===== config.mk =====
export PLATFORM = sky130hd
export DESIGN_NAME = tx_bus_frame
export DESIGN_NICKNAME = d
export VERILOG_FILES = /design/src/rtl/tx_bus_frame.sv
export SDC_FILE = /design/constraint.sdc
export NUM_CORES = 1
export LEC_CHECK = 0
export ABC_CLOCK_PERIOD_IN_PS = 3400
export BUFFER_PORTS_ARGS = -buffer_cell sky130_fd_sc_hd__buf_4
export CORE_MARGIN = 2
export CORE_UTILIZATION = 40
export CTS_BUF_LIST = sky130_fd_sc_hd__clkbuf_16
export CTS_CLUSTER_DIAMETER = 30
export CTS_CLUSTER_SIZE = 40
export DETAILED_ROUTE_END_ITERATION = 6
export PLACE_DENSITY_LB_ADDON = 0.05
export SLEW_MARGIN = 30
export SYNTH_ARGS = -nofsm -noshare
export SYNTH_HDL_FRONTEND = slang
export SYNTH_SLANG_ARGS = --single-unit

===== constraint.sdc =====
create_clock -name clk -period 3.4 [get_ports clk]
set_input_delay 0.17 -clock clk [delete_from_list [all_inputs] [get_ports clk]]
set_output_delay 0.17 -clock clk [all_outputs]
set_load 0.005 [all_outputs]

===== src/rtl/tx_bus_frame.sv =====
// Transmit frame builder: writes a 7-byte header and payload from source memory into the tx buffer, then starts the link.
// Latency: tx_start is asserted 8+tx_len cycles after an accepted tx_req; tx_err is asserted one cycle after a rejected request.
// Backpressure: no queueing; tx_req is dropped while busy. Optional WAIT timeout is enabled by the TX_BUS_TIMEOUT_EN macro.
module tx_bus_frame #(
    parameter int BUF_AW      = 11,
    parameter int HDR_LEN     = 7,
    parameter int MAX_PAYLOAD = 2039,
    parameter int TIMEOUT_CYC = 65535
) (
    input  logic              clk,
    input  logic              reset,
    input  logic              ini_done,
    input  logic              tx_req,
    input  logic [7:0]        tx_da,
    input  logic [7:0]        tx_fc,
    input  logic [7:0]        tx_mode,
    input  logic [23:0]       tx_addr,
    input  logic [BUF_AW-1:0] tx_len,
    input  logic [2:0]        rack_id,
    input  logic [3:0]        slot_id,
    output logic              src_rden,
    output logic [23:0]       src_raddr,
    input  logic [7:0]        src_rdata,
    output logic              tx_buf_wren,
    output logic [BUF_AW-1:0] tx_buf_waddr,
    output logic [7:0]        tx_buf_wdata,
    output logic              tx_start,
    output logic [BUF_AW-1:0] tx_frame_len,
    input  logic              tx_done,
    output logic              busy,
    output logic              tx_err,
    output logic              tx_timeout
);

    localparam logic [BUF_AW-1:0] MAX_PAY_L = BUF_AW'(MAX_PAYLOAD);
    localparam logic [BUF_AW-1:0] HDR_LEN_L = BUF_AW'(HDR_LEN);
    localparam logic [2:0]        HDR_LAST  = 3'(HDR_LEN - 1);

    typedef enum logic [2:0] {
        S_IDLE,
        S_HDR,
        S_PAY,
        S_START,
        S_WAIT
    } state_t;

    state_t            state_q, state_d;

    // Frame fields captured at accept; later changes on the inputs are ignored.
    logic [7:0]        da_q, sa_q, fc_q, mode_q;
    logic [23:0]       addr_q;
    logic [BUF_AW-1:0] len_q;

    logic [2:0]        hdr_cnt_q;    // header byte index
    logic [BUF_AW-1:0] wr_idx_q;     // payload byte being written this cycle
    logic [23:0]       rd_addr_q;    // next source read address, wraps at 24 bits
    logic [BUF_AW-1:0] frame_len_q;
    logic              err_q;

    logic              req_ok;
    logic              accept;
    logic              reject;
    logic [7:0]        hdr_byte;
    logic              rden_c;
    logic              timeout_c;

    assign req_ok = (state_q == S_IDLE) && tx_req && ini_done;
    assign accept = req_ok && (tx_len <= MAX_PAY_L);
    assign reject = req_ok && (tx_len >  MAX_PAY_L);

`ifdef TX_BUS_TIMEOUT_EN
    localparam int         CW      = (TIMEOUT_CYC > 1) ? $clog2(TIMEOUT_CYC) : 1;
    localparam logic [CW-1:0] TO_LAST = CW'(TIMEOUT_CYC - 1);

    logic [CW-1:0] wait_cnt_q;

    // Count cycles spent in WAIT; the first WAIT cycle is the one after tx_start.
    always_ff @(posedge clk) begin
        if (reset) begin
            wait_cnt_q <= '0;
        end else if (state_q == S_WAIT) begin
            wait_cnt_q <= wait_cnt_q + 1'b1;
        end else begin
            wait_cnt_q <= '0;
        end
    end

    // Expiry fires only if tx_done is absent that cycle; a coincident tx_done wins.
    assign timeout_c = (state_q == S_WAIT) && !tx_done && (wait_cnt_q == TO_LAST);
`else
    assign timeout_c = 1'b0;
`endif

    // Header byte mux in wire order: DA, SA, FC, MODE, ADDR hi, mid, lo.
    always_comb begin
        hdr_byte = 8'h00;
        case (hdr_cnt_q)
            3'd0:    hdr_byte = da_q;
            3'd1:    hdr_byte = sa_q;
            3'd2:    hdr_byte = fc_q;
            3'd3:    hdr_byte = mode_q;
            3'd4:    hdr_byte = addr_q[23:16];
            3'd5:    hdr_byte = addr_q[15:8];
            3'd6:    hdr_byte = addr_q[7:0];
            default: hdr_byte = 8'h00;
        endcase
    end

    // Next-state and per-cycle strobes for the frame builder.
    always_comb begin
        state_d      = state_q;
        rden_c       = 1'b0;
        tx_buf_wren  = 1'b0;
        tx_buf_waddr = '0;
        tx_buf_wdata = 8'h00;
        tx_start     = 1'b0;
        case (state_q)
            S_IDLE: begin
                if (accept) begin
                    state_d = S_HDR;
                end
            end
            S_HDR: begin
                tx_buf_wren  = 1'b1;
                tx_buf_waddr = BUF_AW'(hdr_cnt_q);
                tx_buf_wdata = hdr_byte;
                if (hdr_cnt_q == HDR_LAST) begin
                    if (len_q != '0) begin
                        // Issue the first payload read so its data lands in the first PAY cycle.
                        rden_c  = 1'b1;
                        state_d = S_PAY;
                    end else begin
                        state_d = S_START;
                    end
                end
            end
            S_PAY: begin
                tx_buf_wren  = 1'b1;
                tx_buf_waddr = HDR_LEN_L + wr_idx_q;
                tx_buf_wdata = src_rdata;
                if ((wr_idx_q + 1'b1) < len_q) begin
                    rden_c = 1'b1;
                end
                if (wr_idx_q == (len_q - 1'b1)) begin
                    state_d = S_START;
                end
            end
            S_START: begin
                tx_start = 1'b1;
                state_d  = S_WAIT;
            end
            S_WAIT: begin
                if (tx_done || timeout_c) begin
                    state_d = S_IDLE;
                end
            end
            default: begin
                state_d = S_IDLE;
            end
        endcase
    end

    // State register, field capture and address/index counters.
    always_ff @(posedge clk) begin
        if (reset) begin
            state_q     <= S_IDLE;
            da_q        <= 8'h00;
            sa_q        <= 8'h00;
            fc_q        <= 8'h00;
            mode_q      <= 8'h00;
            addr_q      <= 24'h0;
            len_q       <= '0;
            hdr_cnt_q   <= 3'd0;
            wr_idx_q    <= '0;
            rd_addr_q   <= 24'h0;
            frame_len_q <= '0;
            err_q       <= 1'b0;
        end else begin
            state_q <= state_d;
            err_q   <= reject;
            if (accept) begin
                da_q   <= tx_da;
                sa_q   <= {1'b0, rack_id, slot_id};
                fc_q   <= tx_fc;
                mode_q <= tx_mode;
                addr_q <= tx_addr;
                len_q  <= tx_len;
            end
            hdr_cnt_q <= (state_q == S_HDR) ? hdr_cnt_q + 1'b1 : 3'd0;
            wr_idx_q  <= (state_q == S_PAY) ? wr_idx_q + 1'b1 : '0;
            if (accept) begin
                rd_addr_q <= tx_addr;
            end else if (rden_c) begin
                rd_addr_q <= rd_addr_q + 24'h1;
            end
            // Frame length is published on entry to START and held until the next frame reaches START.
            if ((state_d == S_START) && (state_q != S_START)) begin
                frame_len_q <= HDR_LEN_L + len_q;
            end
        end
    end

    assign src_rden     = rden_c;
    assign src_raddr    = rden_c ? rd_addr_q : 24'h0;
    assign tx_frame_len = frame_len_q;
    assign busy         = (state_q != S_IDLE);
    assign tx_err       = err_q;
    assign tx_timeout   = timeout_c;

endmodule


Word-level counts from Yosys, hierarchy flattened

Index checks and enable logic that the tools add are counted.
Widths: inputs -> output; s select.

Add/sub/neg operators: 6
Order comparisons: 3
Equality and inequality tests: 13
Muxes and demuxes: 18
Bitwise logic cells: 2
Reductions and logical operators: 13

Operator list:

| operator              | count |
|---|---|
| $mux 24               | 3 |
| $pmux 8 s7            | 1 |
| $add 24x1->24 const B | 1 |
| $add 3x11->11 const A | 2 |
| $pmux 11 s2           | 1 |
| $pmux 8 s2            | 1 |
| $eq 3x2->1 const B    | 5 |
| $pmux 3 s5            | 1 |
| $eq 3x3->1 const B    | 4 |
| $mux 3                | 4 |
| $add 11x1->11 const B | 1 |
| $eq 11x11->1          | 1 |
| $gt 11x11->1 const B  | 1 |
| $le 11x11->1 const B  | 1 |
| $lt 11x11->1          | 1 |
| $reduce_bool 11->1    | 1 |
| $sub 11x1->11 const B | 1 |
| $eq 3x1->1 const B    | 2 |
| $logic_not 3->1       | 2 |
| $mux 1                | 6 |
| $reduce_or 2->1       | 3 |
| $logic_and 1x1->1     | 5 |
| $add 3x1->3 const B   | 1 |
| $ne 3x2->1 const B    | 1 |
| 4 further kinds       | 5 |

Register bits after elaboration: 119
Input bits: 79
Output and inout port bits: 60

Logic depth before layout (Yosys ltp)

Depth in word-level cells: 8
Mapped depth: 14
Depth with buffers taken out: 12

Worst setup path after synthesis

No wires, ideal clock.

Path kind: register to register
Start point: register wr_idx_q[3]
End point: register rd_addr_q[18]
Setup time: 0.091 ns
Arrival: 2.952 ns
Data required time: 3.309 ns
Path slack: 0.357 ns
Cell stages (with the launch flop): 13
Buffers on the path: 1
Cell sequence: dfxtp_1 -> clkbuf_1 -> and3_1 -> nand3_1 -> nor2_1 -> xor2_1 -> ha_1 -> a21o_1 -> a21o_1 -> a211oi_1 -> a22oi_1 -> or4b_2 -> a311oi_1

Word-level cells in the longest chain between the ends: 5

Ends and longest elaborated chain:

| what                               | RTL line | text |
|---|---|---|
| start, declared                    | 55       | `logic [BUF_AW-1:0] wr_idx_q;` |
| start signal, assigned             | 190      | `wr_idx_q <= (state_q == S_PAY) ? wr_idx_q + 1'b1 : '0;` |
| $add 11x1->11                      | 141      | `if ((wr_idx_q + 1'b1) < len_q) begin` |
| $lt 11x11->1                       | 141      |  |
| $mux 1                             | 141      |  |
| $pmux 1 s2                         | 117      | `case (state_q)` |
| $reduce_bool 2->1 (no source line) | -        |  |
| end signal, assigned               | 192      | `rd_addr_q <= tx_addr;` |
| end signal, assigned               | 194      | `rd_addr_q <= rd_addr_q + 24'h1;` |
| end, declared                      | 56       | `logic [23:0] rd_addr_q;` |

No other way between the ends.
A chain may end at the register's enable or synchronous reset.

Worst setup path after layout

Start point: register wr_idx_q[1]
End point: register rd_addr_q[14]

The elaborated chain is that of the path after synthesis.

==> impl_results.md <==
* Pwr Density at 438 nW/µm²
* Antenna cells at 0
* Min-Delay Path Class: in2reg
* R2r endpoint: rd_addr_q[14]
* Hold violation count in the final report at 0
* Mapped Nets at 931
* Unrepaired setup endpoints after global routing: false
* Most common cell in the synthesized netlist: nand2_1
* Endpoint, Worst Hold: da_q[0]
* Register bit total from synthesis at 119
* Worst path arrival time at 3.61 ns
* Logic pwr share at 0.121
* Total of max-cap violations at 0
* Main combinational cell family by area after synthesis: simple AND/OR/NAND/NOR gates
* Synth top area cells: dfxtp_1 (36%), nand2_1 (9.5%), a21oi_1 (6.5%), ha_1 (3.8%), clkbuf_1 (3.2%)
* Routed WL at 20,900 µm
* Outcome: finished clean
* # IOs at 139
* Sink Count at 119
* RD Place Congestion at 0.877
* Clock power frac at 0.470
* GRT busiest layer: met2
* GRT Total Usage at 0.238
* Starting DRT DRC Count at 540
* Sw frac at 0.255
* Yosys warning count at 0
* Async S/R FF share, synth at 0
* Area leader, netlist: dfxtp_1
* Die width at 132 µm
* Initial antenna violation count at 0
* Xor and xnor area share after synthesis at 0.0429
* Mapped Area at 6540 µm²
* Endpoints failing setup at 0
* Pint at 2.79 mW
* H-tree depth at 4
* Setup crit end kind: flop
* Global route overflow at 0
* Post-DP HPWL at 14,900 µm
* Worst reg2reg path depth at 13
* Most common library cells after synthesis: nand2_1 (165), dfxtp_1 (119), a21oi_1 (85), clkbuf_1 (55), o21ai_0 (33)
* CTS Buffer Depth at 2
* M1 GR Usage at 0.306
* Worst setup margin at 0.137 ns
* Root buffer cell: clkbuf_16
* DR pass1 iterations at 5
* Distinct cells, synth at 67
* Worst R2R Setup Slack at 0.14 ns
* Slew HR at 0.375
* Residual DRC at 0
* Post-Synthesis Mean Instance Area at 7.86 µm²
* Mux cell area share after synthesis at 0.0193
* Clk slew on worst S/H paths at 0.06 ns
* Compound-Gate Fraction of Synth Area at 0.219
* Die Area at 17,400 µm²
* Row count at 46
* Min-delay src: tx_da[0]
* Worst-Margin Slew at 0.937 ns
* Vias per cell at 5.65
* Worst EP required at 3.74 ns
* Reg2Reg Launch Point: wr_idx_q[1]
* Global routing usage on met3 at 0.0442
* Worst skew pair latency at 0.42 ns
* WHS Path Cells at 3
* Flop pwr share at 0.409
* Final Hold Slack at 0.00792 ns
* Setup crit start: wr_idx_q[1]
* Worst Skew at 0.00522 ns
* Fin crit share at 0.960
* F_max at 306 MHz
* Layout cells sized above 1 at 0.218
* Critical path fanouts, max at 15
* Synth Area in Simple Gates at 0.256
* Period minus WS final at 3.26 ns
* Cells after synthesis at 832
* Slew Viols, Final at 0
* Kind of critical path: reg2reg
* Adder-cell share of the synthesized area at 0.0383
* Worst VDD drop at 0.356 mV
* CTS tree: yes
* Sw Pwr at 0.952 mW
* TNS Setup at 0 ns
* Vias in the first global route at 6,420
* Critical Path Source Type: flop
* Leak Pwr at 3.49 nW
* CORE AREA at 15,900 µm²
* Post-placement setup slack at 0.0621 ns
* Largest net degree at the start of global routing at 85
* Die Ht at 132 µm
* IO buf count at 137
* Area Growth Syn to Fin at 30.5%
* WL/cell at 17.6 µm
* Vias at 6,707
* Met2 Track Usage GR at 0.395
* Seq/Total Area, Yosys at 0.364
* Starting density of the core at 0.410
* Number of flops mapped to enable cells by yosys at 0
* Antenna viol nets, final at 0
* Final design utilization at 0.535
* Final nets at 1,057
* Share of the synthesized area in the top cell type at 0.364
* Cts bufs inserted at 17
* Fillers at 1,537
* First-pass GRT wire length at 33,300 µm
* Most used DFF post-synth: dfxtp_1
-- metal layers --
layer	up-vias	part of all wire	routed length, µm
li1	3236	-	-
met1	3204	0.44	9180
met2	228	0.48	10100
met3	39	0.052	1090
met4	0	0.023	483
met5	-	0	0
-- state kept, by name (all words and copies together) (netlist names) --
| register | count |
|---|---|
| addr_q | 24 |
| rd_addr_q | 24 |
| len_q | 11 |
| tx_frame_len | 11 |
| wr_idx_q | 11 |
| da_q | 8 |
| fc_q | 8 |
| mode_q | 8 |
| sa_q | 7 |
| hdr_cnt_q | 3 |
| state_q | 3 |
| tx_err | 1 |
-- layout by cell type (no fill, tap or decap), types with 7 or more instances in the layout --
cell type	Yosys	layout
a21oi_1	85	85
a222oi_1	15	15
a311o_1	7	7
a31oi_1	16	16
and2_1	22	22
and3_1	17	16
buf_4	2	155
clkbuf_16	0	18
dfxtp_1	119	116
dlygate4sd3_1	0	18
ha_1	20	19
inv_1	24	26
mux2i_1	10	10
nand2_1	165	165
nand3_1	24	23
nand4_1	14	14
nor2_1	27	25
nor2b_1	10	10
nor3_1	14	14
o211a_1	7	7
o21ai_0	33	33
o31ai_1	12	12
or3_1	10	10
or4_1	13	13
xnor2_1	19	19
xor2_1	13	13
-- critical path, cell delays in order, from the launching register on --
cell and delay [ns]:
dfxtp_2 0.37, ha_2 0.22, nand3_2 0.12, nor2_1 0.16, xor2_1 0.23, ha_1 0.28
a21o_1 0.16, a21o_1 0.18, a211oi_2 0.25, a22oi_2 0.13, buf_4 0.18, buf_4 0.17
or4_1 0.53, a31oi_1 0.19
-- final cells by class --
type                            instances  area (µm²)  share of cell area
Timing Repair Buffer                  175        1390               0.163
Multi-Input combinational cell        620        3820               0.448
Inverter                               25        93.8              0.0110
Sequential cell                       119        2390               0.280
Clock buffer                           17         425              0.0499
Clock inverter                         15         145              0.0170
Tap cell                              216         270              0.0317
-- cell families (layout without fill, tap and decap cells) --
family	after synthesis	count (layout)
xor+xnor	32	32
other cells	1	1
fa+ha+maj	20	20
simple gates	340	340
flops	119	119
buf+inv	93	232
mux	12	12
compound gates	215	215
-- repair_timing --
| action | 4_1_cts | 5_1_grt |
|---|---|---|
| hold buffers | 18 | 0 |
| gates resized for setup | 9 | 5 |
| cloned | 0 | 1 |
| setup endpoints to repair | 25 | 22 |
| pin swaps | 0 | 2 |
| hold endpoints to repair | 18 | 0 |
| setup buffers | 0 | 1 |
-- power groups by stage --
| stage | registers, mW | clock network (mW) | logic [mW] |
|---|---|---|---|
| finish | 1.53 | 1.76 | 0.453 |
| CTS | 1.53 | 1.77 | 0.453 |
| detailed placement | 1.55 | 0 | 0.433 |
| global route | 1.54 | 1.85 | 0.500 |
| floorplan | 1.52 | 0 | 0.279 |
| global placement | 1.55 | 0 | 0.427 |
-- through the flow --
step / power, mW / instances / instance area [µm²]
2_1_floorplan: 1.80 / 832 / 6540
3_3_place_gp: 1.98 / 1135 / 7700
3_5_place_dp: 1.99 / 1135 / 7700
4_1_cts: 3.75 / 1185 / 8480
5_1_grt: 3.89 / 1187 / 8530
6_report: 3.74 / 1187 / 8530
-- how the worst max path moves through the flow --
stage / end
floorplan: rd_addr_q[18]
global placement: rd_addr_q[11]
detailed placement: rd_addr_q[14]
CTS: src_raddr[0]
global route: rd_addr_q[21]
finish: rd_addr_q[14]
No activity file was read; power rests on OpenSTA's default activity.
